**config.mk**
```make
export PLATFORM = sky130hd
export DESIGN_NAME = mem_port_arbiter
export DESIGN_NICKNAME = d
export VERILOG_FILES = /design/src/rtl/mem_port_arbiter.sv
export SDC_FILE = /design/constraint.sdc
export NUM_CORES = 1
export LEC_CHECK = 0
export ABC_CLOCK_PERIOD_IN_PS = 2600
export BUFFER_PORTS_ARGS = -buffer_cell sky130_fd_sc_hd__clkbuf_2
export CAP_MARGIN = 10
export CORE_MARGIN = 10
export CORE_UTILIZATION = 40
export DETAILED_ROUTE_END_ITERATION = 16
export PLACE_DENSITY_LB_ADDON = 0.05
export SYNTH_ARGS = -nofsm -noshare
export SYNTH_HDL_FRONTEND = slang
export SYNTH_SLANG_ARGS = --single-unit
export TNS_END_PERCENT = 20
```
**constraint.sdc**
```tcl
create_clock -name clk_i -period 2.6 [get_ports clk_i]
set_input_delay 0.52 -clock clk_i [delete_from_list [all_inputs] [get_ports clk_i]]
set_output_delay 0.52 -clock clk_i [all_outputs]
set_load 0.01 [all_outputs]
```
**src/rtl/mem_port_arbiter.sv**
```systemverilog
// Arbitrates one single-port unified memory between instruction fetch and data access, with per-port stalls.
// Optional ARB_TIMEOUT_EN adds a grant watchdog that aborts unanswered accesses and sets a sticky err_o.
module mem_port_arbiter #(
    parameter int AW           = 32,
    parameter int STARVE_LIMIT = 2,
    parameter int TIMEOUT      = 16
) (
    input  logic          clk_i,
    input  logic          rst_n,
    input  logic          if_req_i,
    input  logic [AW-1:0] if_addr_i,
    output logic [31:0]   if_rdata_o,
    output logic          if_stall_o,
    input  logic          dm_read_i,
    input  logic          dm_write_i,
    input  logic [AW-1:0] dm_addr_i,
    input  logic [31:0]   dm_wdata_i,
    output logic [31:0]   dm_rdata_o,
    output logic          dm_stall_o,
    output logic          mem_req_o,
    output logic          mem_we_o,
    output logic [AW-1:0] mem_addr_o,
    output logic [31:0]   mem_wdata_o,
    input  logic [31:0]   mem_rdata_i,
    input  logic          mem_ack_i,
    output logic          err_o
);

    localparam int SW = (STARVE_LIMIT > 0) ? $clog2(STARVE_LIMIT + 1) : 1;

    typedef enum logic [2:0] {
        IDLE,
        GNT_IF,
        GNT_DM,
        RSP_IF,
        RSP_DM
    } state_t;

    state_t          state_q;
    logic            mem_req_q;
    logic            mem_we_q;
    logic [AW-1:0]   mem_addr_q;
    logic [31:0]     mem_wdata_q;
    logic [31:0]     if_rdata_q;
    logic [31:0]     dm_rdata_q;
    logic [SW-1:0]   starve_q;

    logic dm_pend;
    logic if_starved;
    logic grant_dm_d;

    assign dm_pend    = dm_read_i | dm_write_i;
    assign if_starved = if_req_i && (starve_q == SW'(STARVE_LIMIT));
    assign grant_dm_d = dm_pend && !if_starved;

`ifdef ARB_TIMEOUT_EN
    localparam int WDW = (TIMEOUT > 1) ? $clog2(TIMEOUT) : 1;
    logic [WDW-1:0] wd_q;
    logic           err_q;
    logic           wd_expired;
    assign wd_expired = (wd_q == WDW'(TIMEOUT - 1));
    assign err_o      = err_q;
`else
    logic unused_timeout;
    assign unused_timeout = (TIMEOUT != 0);
    assign err_o          = 1'b0;
`endif

    always_ff @(posedge clk_i or negedge rst_n) begin
        if (!rst_n) begin
            state_q     <= IDLE;
            mem_req_q   <= 1'b0;
            mem_we_q    <= 1'b0;
            mem_addr_q  <= '0;
            mem_wdata_q <= '0;
            if_rdata_q  <= '0;
            dm_rdata_q  <= '0;
            starve_q    <= '0;
`ifdef ARB_TIMEOUT_EN
            wd_q        <= '0;
            err_q       <= 1'b0;
`endif
        end else begin
            case (state_q)
                IDLE: begin
`ifdef ARB_TIMEOUT_EN
                    wd_q <= '0;
`endif
                    // Data side wins unless fetch has already been passed over STARVE_LIMIT times.
                    if (grant_dm_d) begin
                        state_q     <= GNT_DM;
                        mem_req_q   <= 1'b1;
                        mem_we_q    <= dm_write_i;
                        mem_addr_q  <= dm_addr_i;
                        mem_wdata_q <= dm_wdata_i;
                        if (if_req_i && (starve_q != SW'(STARVE_LIMIT)))
                            starve_q <= starve_q + 1'b1;
                    end else if (if_req_i) begin
                        state_q     <= GNT_IF;
                        mem_req_q   <= 1'b1;
                        mem_we_q    <= 1'b0;
                        mem_addr_q  <= if_addr_i;
                        mem_wdata_q <= dm_wdata_i;
                        starve_q    <= '0;
                    end
                end
                GNT_IF: begin
                    if (mem_ack_i) begin
                        mem_req_q  <= 1'b0;
                        if_rdata_q <= mem_rdata_i;
                        state_q    <= RSP_IF;
                    end
`ifdef ARB_TIMEOUT_EN
                    else if (wd_expired) begin
                        mem_req_q  <= 1'b0;
                        if_rdata_q <= '0;
                        err_q      <= 1'b1;
                        state_q    <= RSP_IF;
                    end else begin
                        wd_q <= wd_q + 1'b1;
                    end
`endif
                end
                GNT_DM: begin
                    if (mem_ack_i) begin
                        mem_req_q <= 1'b0;
                        if (!mem_we_q)
                            dm_rdata_q <= mem_rdata_i;
                        state_q   <= RSP_DM;
                    end
`ifdef ARB_TIMEOUT_EN
                    else if (wd_expired) begin
                        mem_req_q  <= 1'b0;
                        dm_rdata_q <= '0;
                        err_q      <= 1'b1;
                        state_q    <= RSP_DM;
                    end else begin
                        wd_q <= wd_q + 1'b1;
                    end
`endif
                end
                RSP_IF, RSP_DM: state_q <= IDLE;
                default:        state_q <= IDLE;
            endcase
        end
    end

    // Each stall is released only during that port's single response cycle.
    assign if_stall_o  = if_req_i & (state_q != RSP_IF);
    assign dm_stall_o  = dm_pend & (state_q != RSP_DM);

    assign mem_req_o   = mem_req_q;
    assign mem_we_o    = mem_we_q;
    assign mem_addr_o  = mem_addr_q;
    assign mem_wdata_o = mem_wdata_q;
    assign if_rdata_o  = if_rdata_q;
    assign dm_rdata_o  = dm_rdata_q;

endmodule

```
After elaboration in Yosys (flattened, before gate mapping). Cells that the tools add are included.

Eq/ne operators: 11. Reductions and logical operators: 14. Order comparisons: 0. Bitwise logic cells: 4. Multiply operators: 0. Div/mod/pow operators: 0. Shift operators: 0. Mux-type cells: 18. Add/subtract/negate cells: 1.

Operators by type and width (count): 32-bit 2-to-1 mux (4); 3-bit 2-to-1 mux (4); 3-bit AND reduction (4); 3-bit one-hot mux with 3 select lines (1); 2-bit 2-to-1 mux (3); 2-bit inequality test (second input constant) (3); 3-bit inequality test (second input constant) (2); 1-bit 2-to-1 mux (5); 2-bit by 1-bit inequality test with 1-bit output (second input constant) (2); 2-bit AND reduction (2); 2-bit nonzero test (2); 3-bit by 1-bit == test with 1-bit output (second input constant) (1); 3-bit by 2-bit == test with 1-bit output (second input constant) (1); 1-bit logical AND (3); 3-bit logical NOT (1); 3-bit by 2-bit inequality test with 1-bit output (second input constant) (1); 2-bit by 1-bit adder with 2-bit output (second input constant) (1); 1-bit bitwise AND (2); 2-bit == test (second input constant) (1); 1-bit one-hot mux with 2 select lines (1); 2-bit OR reduction (1); 1-bit logical NOT (1); 1-bit inverter (1); 1-bit bitwise OR (1).

ROM bits: 0. Flip-flop bits (word level): 135. RAM bits: 0. Output and inout bits: 133. Latch bits: 0. Memories kept: 0.

Longest topological paths before layout. Gate-level depths: netlist of the first run.

Depth after elaboration: 6. Gate-level depth with buffers: 7.

Worst setup path after synthesis of the first run. No wires, ideal clock.

Path type: input port to flip-flop. Start: input dm_write_i. End: register mem_wdata_q[0], in the netlist mem_wdata_o[0]. Cell stages on the path: 5. Buffers on the path: 2. Library setup time: 0.125 ns. Slack: 0.872 ns. Arrival: 1.604 ns. Cell sequence: or3_1 > clkbuf_1 > nand2_2 > buf_6 > mux2_2.

Word-level cells in the longest chain between the ends: 4.

Ends and longest elaborated chain: start, declared (RTL line 15) `input logic dm_write_i,`; 1-bit bitwise OR * (RTL line 52) `assign dm_pend = dm_read_i | dm_write_i;`; 1-bit logical AND * (RTL line 54) `assign grant_dm_d = dm_pend && !if_starved;`; 2-bit nonzero test (no line); 2-bit AND reduction (no line); end signal, assigned (RTL line 95) `mem_wdata_q <= dm_wdata_i;`; end signal, assigned (RTL line 103) `mem_wdata_q <= dm_wdata_i;`; end, declared (RTL line 43) `logic [31:0] mem_wdata_q;`.

Mark *: on every way between the ends. The rest lies on a longest branch, timed or not. A chain may end at the register's enable or synchronous reset.

Worst setup path after layout of the first run.
Start: register state_q[1]. End: output dm_stall_o.

Word-level cells in the longest chain between the ends: 2.

Ends and longest elaborated chain: start, declared (RTL line 39) `state_t state_q;`; start signal, assigned (RTL line 71) `state_q <= IDLE;`; start signal, assigned (RTL line 91) `state_q <= GNT_DM;`; start signal, assigned (RTL line 99) `state_q <= GNT_IF;`; 3-bit inequality test (RTL line 150) `assign dm_stall_o = dm_pend & (state_q != RSP_DM);`; 1-bit bitwise AND (RTL line 150); end, declared (RTL line 19) `output logic dm_stall_o,`.

No other way between the ends.

==> metrics.md, run 1 <==
| Metric | Value |
|---|---|
| Via count of the routed design | `4,174` |
| Max cap viols | `0` |
| H-tree depth | `4` |
| Register Area | `around 3400 sq um` |
| Post-DR vias/cell | `approximately 4.9` |
| Worst slew margin | `a little under three fifths` |
| Clock Tree Root | `clkbuf_16` |
| Critical path buffer and inverter count | `1` |
| Port buffer count | `about 270` |
| Fin crit share | `approximately three quarters` |
| Sink Count | `approximately 140` |
| Slew Viols, Final | `0` |
| Die area | `19,300 sq um` |
| Fmax | `around 0.51 GHz` |
| CP max-delay cell | `dfrtp_1` |
| Clk_lat worst skew | `~410 ps` |
| Crit path max-delay family | `flip-flops` |
| CTS tree | `done` |
| Hold Path Class | `input port to async pin` |
| # Post-CTS Setup Buffers | `0` |
| Core Region | `13,880 sq um` |
| Final layout net count | `between 700 and 800` |
| Crit-path cells | `nor2_1, a21oi_1, clkbuf_2` |
| Largest net degree at the start of global routing | `68` |
| Worst EP required | `around 2100 ps` |
| Clk_skew | `5.523 ps` |
| Area leader, netlist | `dfrtp_1` |
| Vias in the first global route | `4,596` |
| Initial antenna violation count | `0` |
| Gpl congestion | `0.7920` |
| Measured slew at the worst slew-check pin | `around 640 ps` |
| Post-DRT Antenna Nets | `0` |
| Syn Nets | `528` |
| Commonest non-fill, non-tap cells in the layout | `clkbuf_2 (264), dfrtp_1 (135), mux2_2 (77)` |
| Drt drc | `0` |
| Synth area leaders | `dfrtp_1 (60%), mux2_2 (15%), mux2i_1 (5.7%)` |
| Filler cells | `roughly 1,200` |
| Critical path peak fanout | `10` |
| Final Core Density | `56.29%` |
| Final min period | `about 1900 ps` |
| RSZ-0062 raised after global routing | `no` |
| CTS Buffer Depth | `2` |
| Syn avg cell area | `14.39 sq um` |
| Status | `finished clean` |
| Die W | `138.9 um` |
| Total GRT Usage | `16.51%` |
| Max stage delay on crit path | `~590 ps` |
| Peak VDD IR | `around 540 uV` |
| Cells after synthesis | `about 400` |
| LEAKAGE | `approximately 3.9 nW` |
| Worst Path Class, Setup | `flop to primary output` |
| Seq/Total Area, Yosys | `about three fifths` |
| Most common cell after layout, fill and taps aside | `clkbuf_2` |
| GRT overflow | `0` |
| Final Instance Area | `slightly below 8000 sq um` |
| Row count | `43` |
| DR WL/cell | `around 19 um` |
| Post-DP Area | `a little over 7000 sq um` |
| Worst Setup End Kind | `primary output` |
| First-pass GRT wire length | `between 20,000 and 30,000 um` |
| PD cells | `~1400 nW/um^2` |
| DRT iter0 DRCs | `167` |
| Area share of the largest cell type after synthesis | `between 50% and 60%` |
| Starting Density | `between 40% and 50%` |
| Final hold viol count | `0` |
| Post-DP HPWL | `roughly 12,000 um` |
| Synth Warn # | `0` |
| Drt total wl | `16,100 um` |
| Yosys reg bits | `135` |
| TritonCTS buffer count | `17` |
| Crit path launch type | `flop` |
| Post-CTS Hold Buffers | `0` |
| First-pass iteration count of the detailed router | `4` |
| Setup violators final | `0` |
| Number of I/O pins | `around 270` |
| Die height | `~140 um` |
| Arrival time worst endpoint | `1420 ps` |
| Setup TNS | `0 ps` |
| Multi-input logic area | `roughly 2100 sq um` |
| Post-cts resize count | `0` |
| Distinct cell type count after synthesis | `30` |
| Antenna cells | `0` |
| Syn Std Cell Area | `5657 sq um` |
| Area Growth Syn to Fin | `38.13%` |
| Clk pin slew, worst setup/hold paths | `about 50 ps` |
| Share of layout cells above drive strength 1 | `between 60% and 70%` |
[report_power, final]
part	switching (W)	internal (W)	total [W]	leakage, nW
logic	0.00206	0.00210	0.00416	1.96
clock network	0.000847	0.00172	0.00257	0.315
registers	0.000651	0.00318	0.00383	1.58
[kinds of logic after synthesis]
family,count (synthesis),synth area share [%]
compound gates,75,7.543
fa+ha+maj,1,0.2212
buf+inv,36,3.871
flops,135,59.72
mux,130,26.50
other cells,1,0.06629
simple gates,15,2.079
[state kept, by name (all words and copies together) (netlist names)]
name	cells
dm_rdata_o	32
if_rdata_o	32
mem_addr_o	32
mem_wdata_o	32
state_q	3
starve_q	2
mem_req_o	1
mem_we_o	1
[final cells by class]
cell class / instances / area share [%]
clock buffer: 23 / 6.373
inverter: 5 / 0.2402
sequential: 135 / 43.23
multi-input combinational: 222 / 26.69
tap: 180 / 2.882
clock inverter: 8 / 1.825
timing repair buffer: 276 / 18.75
[routing by layer]
layer | global-route usage, % | up-vias | routed length [um]
met5 | 0 | - | 0
met4 | 5.052 | 0 | 202
met3 | 8.116 | 20 | 1537
met2 | 26.75 | 167 | 7896
met1 | 18.76 | 2036 | 6466
li1 | - | 1951 | -
[worst register-to-register path: stages (launching register included)]
cell,delay [ps]
dfrtp_1,560
inv_1,150
nor3_4,180
buf_4,420
mux2_2,420
[synthesized netlist by cell type]
| library cell | instances |
|---|---|
| dfrtp_1 | 135 |
| mux2_2 | 77 |
| a21oi_1 | 38 |
| a31oi_1 | 33 |
| mux2i_1 | 32 |
| mux2_4 | 20 |
| buf_2 | 13 |
| buf_4 | 6 |
| buf_6 | 6 |
| inv_1 | 5 |
| clkbuf_1 | 4 |
| nor2_1 | 4 |
| buf_1 | 2 |
| nand2_1 | 2 |
| a21o_1 | 1 |
| and3_1 | 1 |
| conb_1 | 1 |
| ha_1 | 1 |
| mux2_1 | 1 |
| nand2_2 | 1 |
| nand2b_4 | 1 |
| nor3_1 | 1 |
| nor3_2 | 1 |
| nor3_4 | 1 |
| nor3b_1 | 1 |
| nor4b_4 | 1 |
| o21ai_0 | 1 |
| o2bb2ai_1 | 1 |
| o32ai_1 | 1 |
| or3_1 | 1 |
[stage by stage]
stage	hold WS [ps]	total power [W]	instances	setup slack [ps]
global route	149.9	0.01125	849	492.5
finish	110.7	0.01056	849	657.9
detailed placement	485.7	0.008114	818	646.2
CTS	128.0	0.01074	849	600.3
global placement	467.7	0.007962	818	673.0
floorplan	224.4	0.006337	393	871.7
[final timing paths]
check,from,endpoint,slack [ps],cells past startpoint
setup / recovery,state_q[1],dm_stall_o,660,3
hold / removal,rst_n,if_rdata_o[9],110,1
setup reg to reg,state_q[0],if_rdata_o[26],750,4
hold reg to reg,if_rdata_o[27],if_rdata_o[27],500,1
max in group asynchronous,rst_n,if_rdata_o[21],1750,2
min in group clk_i,dm_wdata_i[5],mem_wdata_o[5],340,2
Power figures use the tool's default switching activity.
==> inputs of run 2 (changes only) <==
ABC_CLOCK_PERIOD_IN_PS = 2000   (was 2600)
clock period = 2 ns   (was 2.6 ns; I/O delays follow)
==> run 2 against run 1 <==
  * Flip-flop and latch count is the same
  * Core utilization grew 0.11 points
  * Non-clock buffer count grew 5
  * Critical path type unchanged
==> metrics.md, run 2 (same netlist as run 1, synthesis figures left out) <==
| Metric | Value |
|---|---|
| Filler cells | `around 1,200` |
| Post-DRT Antenna Nets | `0` |
| Place WS | `roughly 160 ps` |
| WHS Path Cells | `2` |
| Crit-path cells | `buf_4, nor2_1, a21oi_1, clkbuf_2` |
| Max stage delay on crit path | `about 470 ps` |
| Row count | `43` |
| Worst Setup End Kind | `primary output` |
| Clk_skew | `about 6.9 ps` |
| Via count of the routed design | `between 4,000 and 5,000` |
| Crit path launch type | `flop` |
| Post-DP Area | `between 7000 and 8000 sq um` |
| LEAKAGE | `slightly below 4 nW` |
| Setup violators final | `0` |
| Critical path peak fanout | `7` |
| Initial antenna violation count | `0` |
| Post-DP HPWL | `between 10,000 and 15,000 um` |
| Sink Count | `~140` |
| Vias in the first global route | `approximately 4,600` |
| Clk pin slew, worst setup/hold paths | `about 60 ps` |
| First-pass GRT wire length | `between 20,000 and 25,000 um` |
| Reg2reg setup slack | `about 280 ps` |
| Final Instance Area | `~8000 sq um` |
| CTS Buffer Depth | `2` |
| Clk_lat worst skew | `roughly 400 ps` |
| Largest net degree at the start of global routing | `67` |
| CP max-delay cell | `dfrtp_1` |
| DRT iter0 DRCs | `roughly 130` |
| Drt total wl | `between 15,000 and 20,000 um` |
| Worst EP required | `between 1500 and 2000 ps` |
| Final layout net count | `between 700 and 800` |
| R2R cell count | `4` |
| Slew Viols, Final | `0` |
| Share of layout cells above drive strength 1 | `between 60% and 70%` |
| Measured slew at the worst slew-check pin | `about 600 ps` |
| Final min period | `1856 ps` |
| Gpl congestion | `0.8022` |
| Clock Tree Root | `clkbuf_16` |
| Die area | `roughly 19,000 sq um` |
| PD cells | `between 1500 and 2000 nW/um^2` |
| Fmax | `between 0.5 and 0.6 GHz` |
| Number of I/O pins | `roughly 270` |
| Setup TNS | `0 ps` |
| Hold Path Class | `input port to flop` |
| Status | `finished clean` |
| TritonCTS buffer count | `17` |
| Area Growth Syn to Fin | `38.40%` |
| Core Region | `roughly 14,000 sq um` |
| Drt drc | `0` |
| Commonest non-fill, non-tap cells in the layout | `clkbuf_2 (264), dfrtp_1 (135), mux2_2 (77)` |
| DR WL/cell | `18.22 um` |
| Arrival time worst endpoint | `around 1500 ps` |
| Worst Path Class, Setup | `flop to primary output` |
| Fin crit share | `~93%` |
| Post-DR vias/cell | `around 4.8` |
| Final hold viol count | `0` |
| H-tree depth | `4` |
| RSZ-0062 raised after global routing | `no` |
| Hold Slack | `~220 ps` |
| Die height | `approximately 140 um` |
| GRT overflow | `0` |
| Antenna cells | `0` |
| Die W | `approximately 140 um` |
| Peak VDD IR | `approximately 750 uV` |
| Port buffer count | `around 270` |
| Max cap viols | `0` |
| Total GRT Usage | `about 16%` |
| Starting Density | `about two fifths` |
| Worst slew margin | `between 60% and 70%` |
| Post-cts resize count | `0` |
| Final WS setup | `~140 ps` |
| CTS tree | `done` |
| Pwr Total | `approximately 0.013 W` |
| # Post-CTS Setup Buffers | `0` |
| First-pass iteration count of the detailed router | `4` |
| Most common cell after layout, fill and taps aside | `clkbuf_2` |
| Post-CTS Hold Buffers | `1` |
## run 2: cell types whose count changed in the layout (fill, tap and decap cells not counted)
cell / delta
clkinv_4: +1
buf_12: +3
buf_4: +1
clkbuf_8: -2
clkbuf_1: +3
dlygate4sd3_1: +1
clkinv_2: +1
bufinv_16: -2
## run 2: final timing paths
path	from	endpoint
setup / recovery	state_q[1]	dm_stall_o
hold / removal	dm_wdata_i[7]	mem_wdata_o[7]
setup reg to reg	state_q[2]	dm_rdata_o[31]
hold reg to reg	dm_rdata_o[11]	dm_rdata_o[11]
max in group asynchronous	rst_n	if_rdata_o[28]
min in group asynchronous	rst_n	dm_rdata_o[9]
## run 2: cell type report
class / instances / area, sq um / area share (%)
sequential: 135 / 3378 / 43.15
multi-input combinational: 222 / 2086 / 26.64
timing repair buffer: 281 / 1543 / 19.71
clock buffer: 24 / 481.7 / 6.153
tap: 180 / 225.2 / 2.877
clock inverter: 8 / 96.34 / 1.231
inverter: 5 / 18.77 / 0.2397
## run 2: per-stage QoR
stage | util (%) | std cells
after detailed placement | 52.16 | 822
after CTS | 56.40 | 855
final | 56.40 | 855
after floorplan | - | 393
after global routing | 56.40 | 855
after global placement | 52.16 | 822
## run 2: layer usage
layer	up-vias	part of all wire (%)	GRT usage, %	wire length, um
met5	-	0	0	0
met4	0	1.1	4.997	165
met3	12	9.5	8.219	1476
met2	167	48	25.81	7548
met1	1963	41	18.55	6388
li1	1958	-	-	-
## run 2: critical path, delay by kind of cell (launching register included)
| family | cells | cell delay, ps |
|---|---|---|
| AND/OR/NAND/NOR | 1 | 50 |
| AO/OA/AOI/OAI | 1 | 160 |
| flip-flops | 1 | 470 |
| buffers and inverters | 2 | 360 |
## run 2: power by group
part	switching, W	leakage (nW)	total (W)	internal (W)
clock network	0.00110	0.284	0.00303	0.00193
logic	0.00267	2.00	0.00546	0.00279
registers	0.000806	1.58	0.00494	0.00413
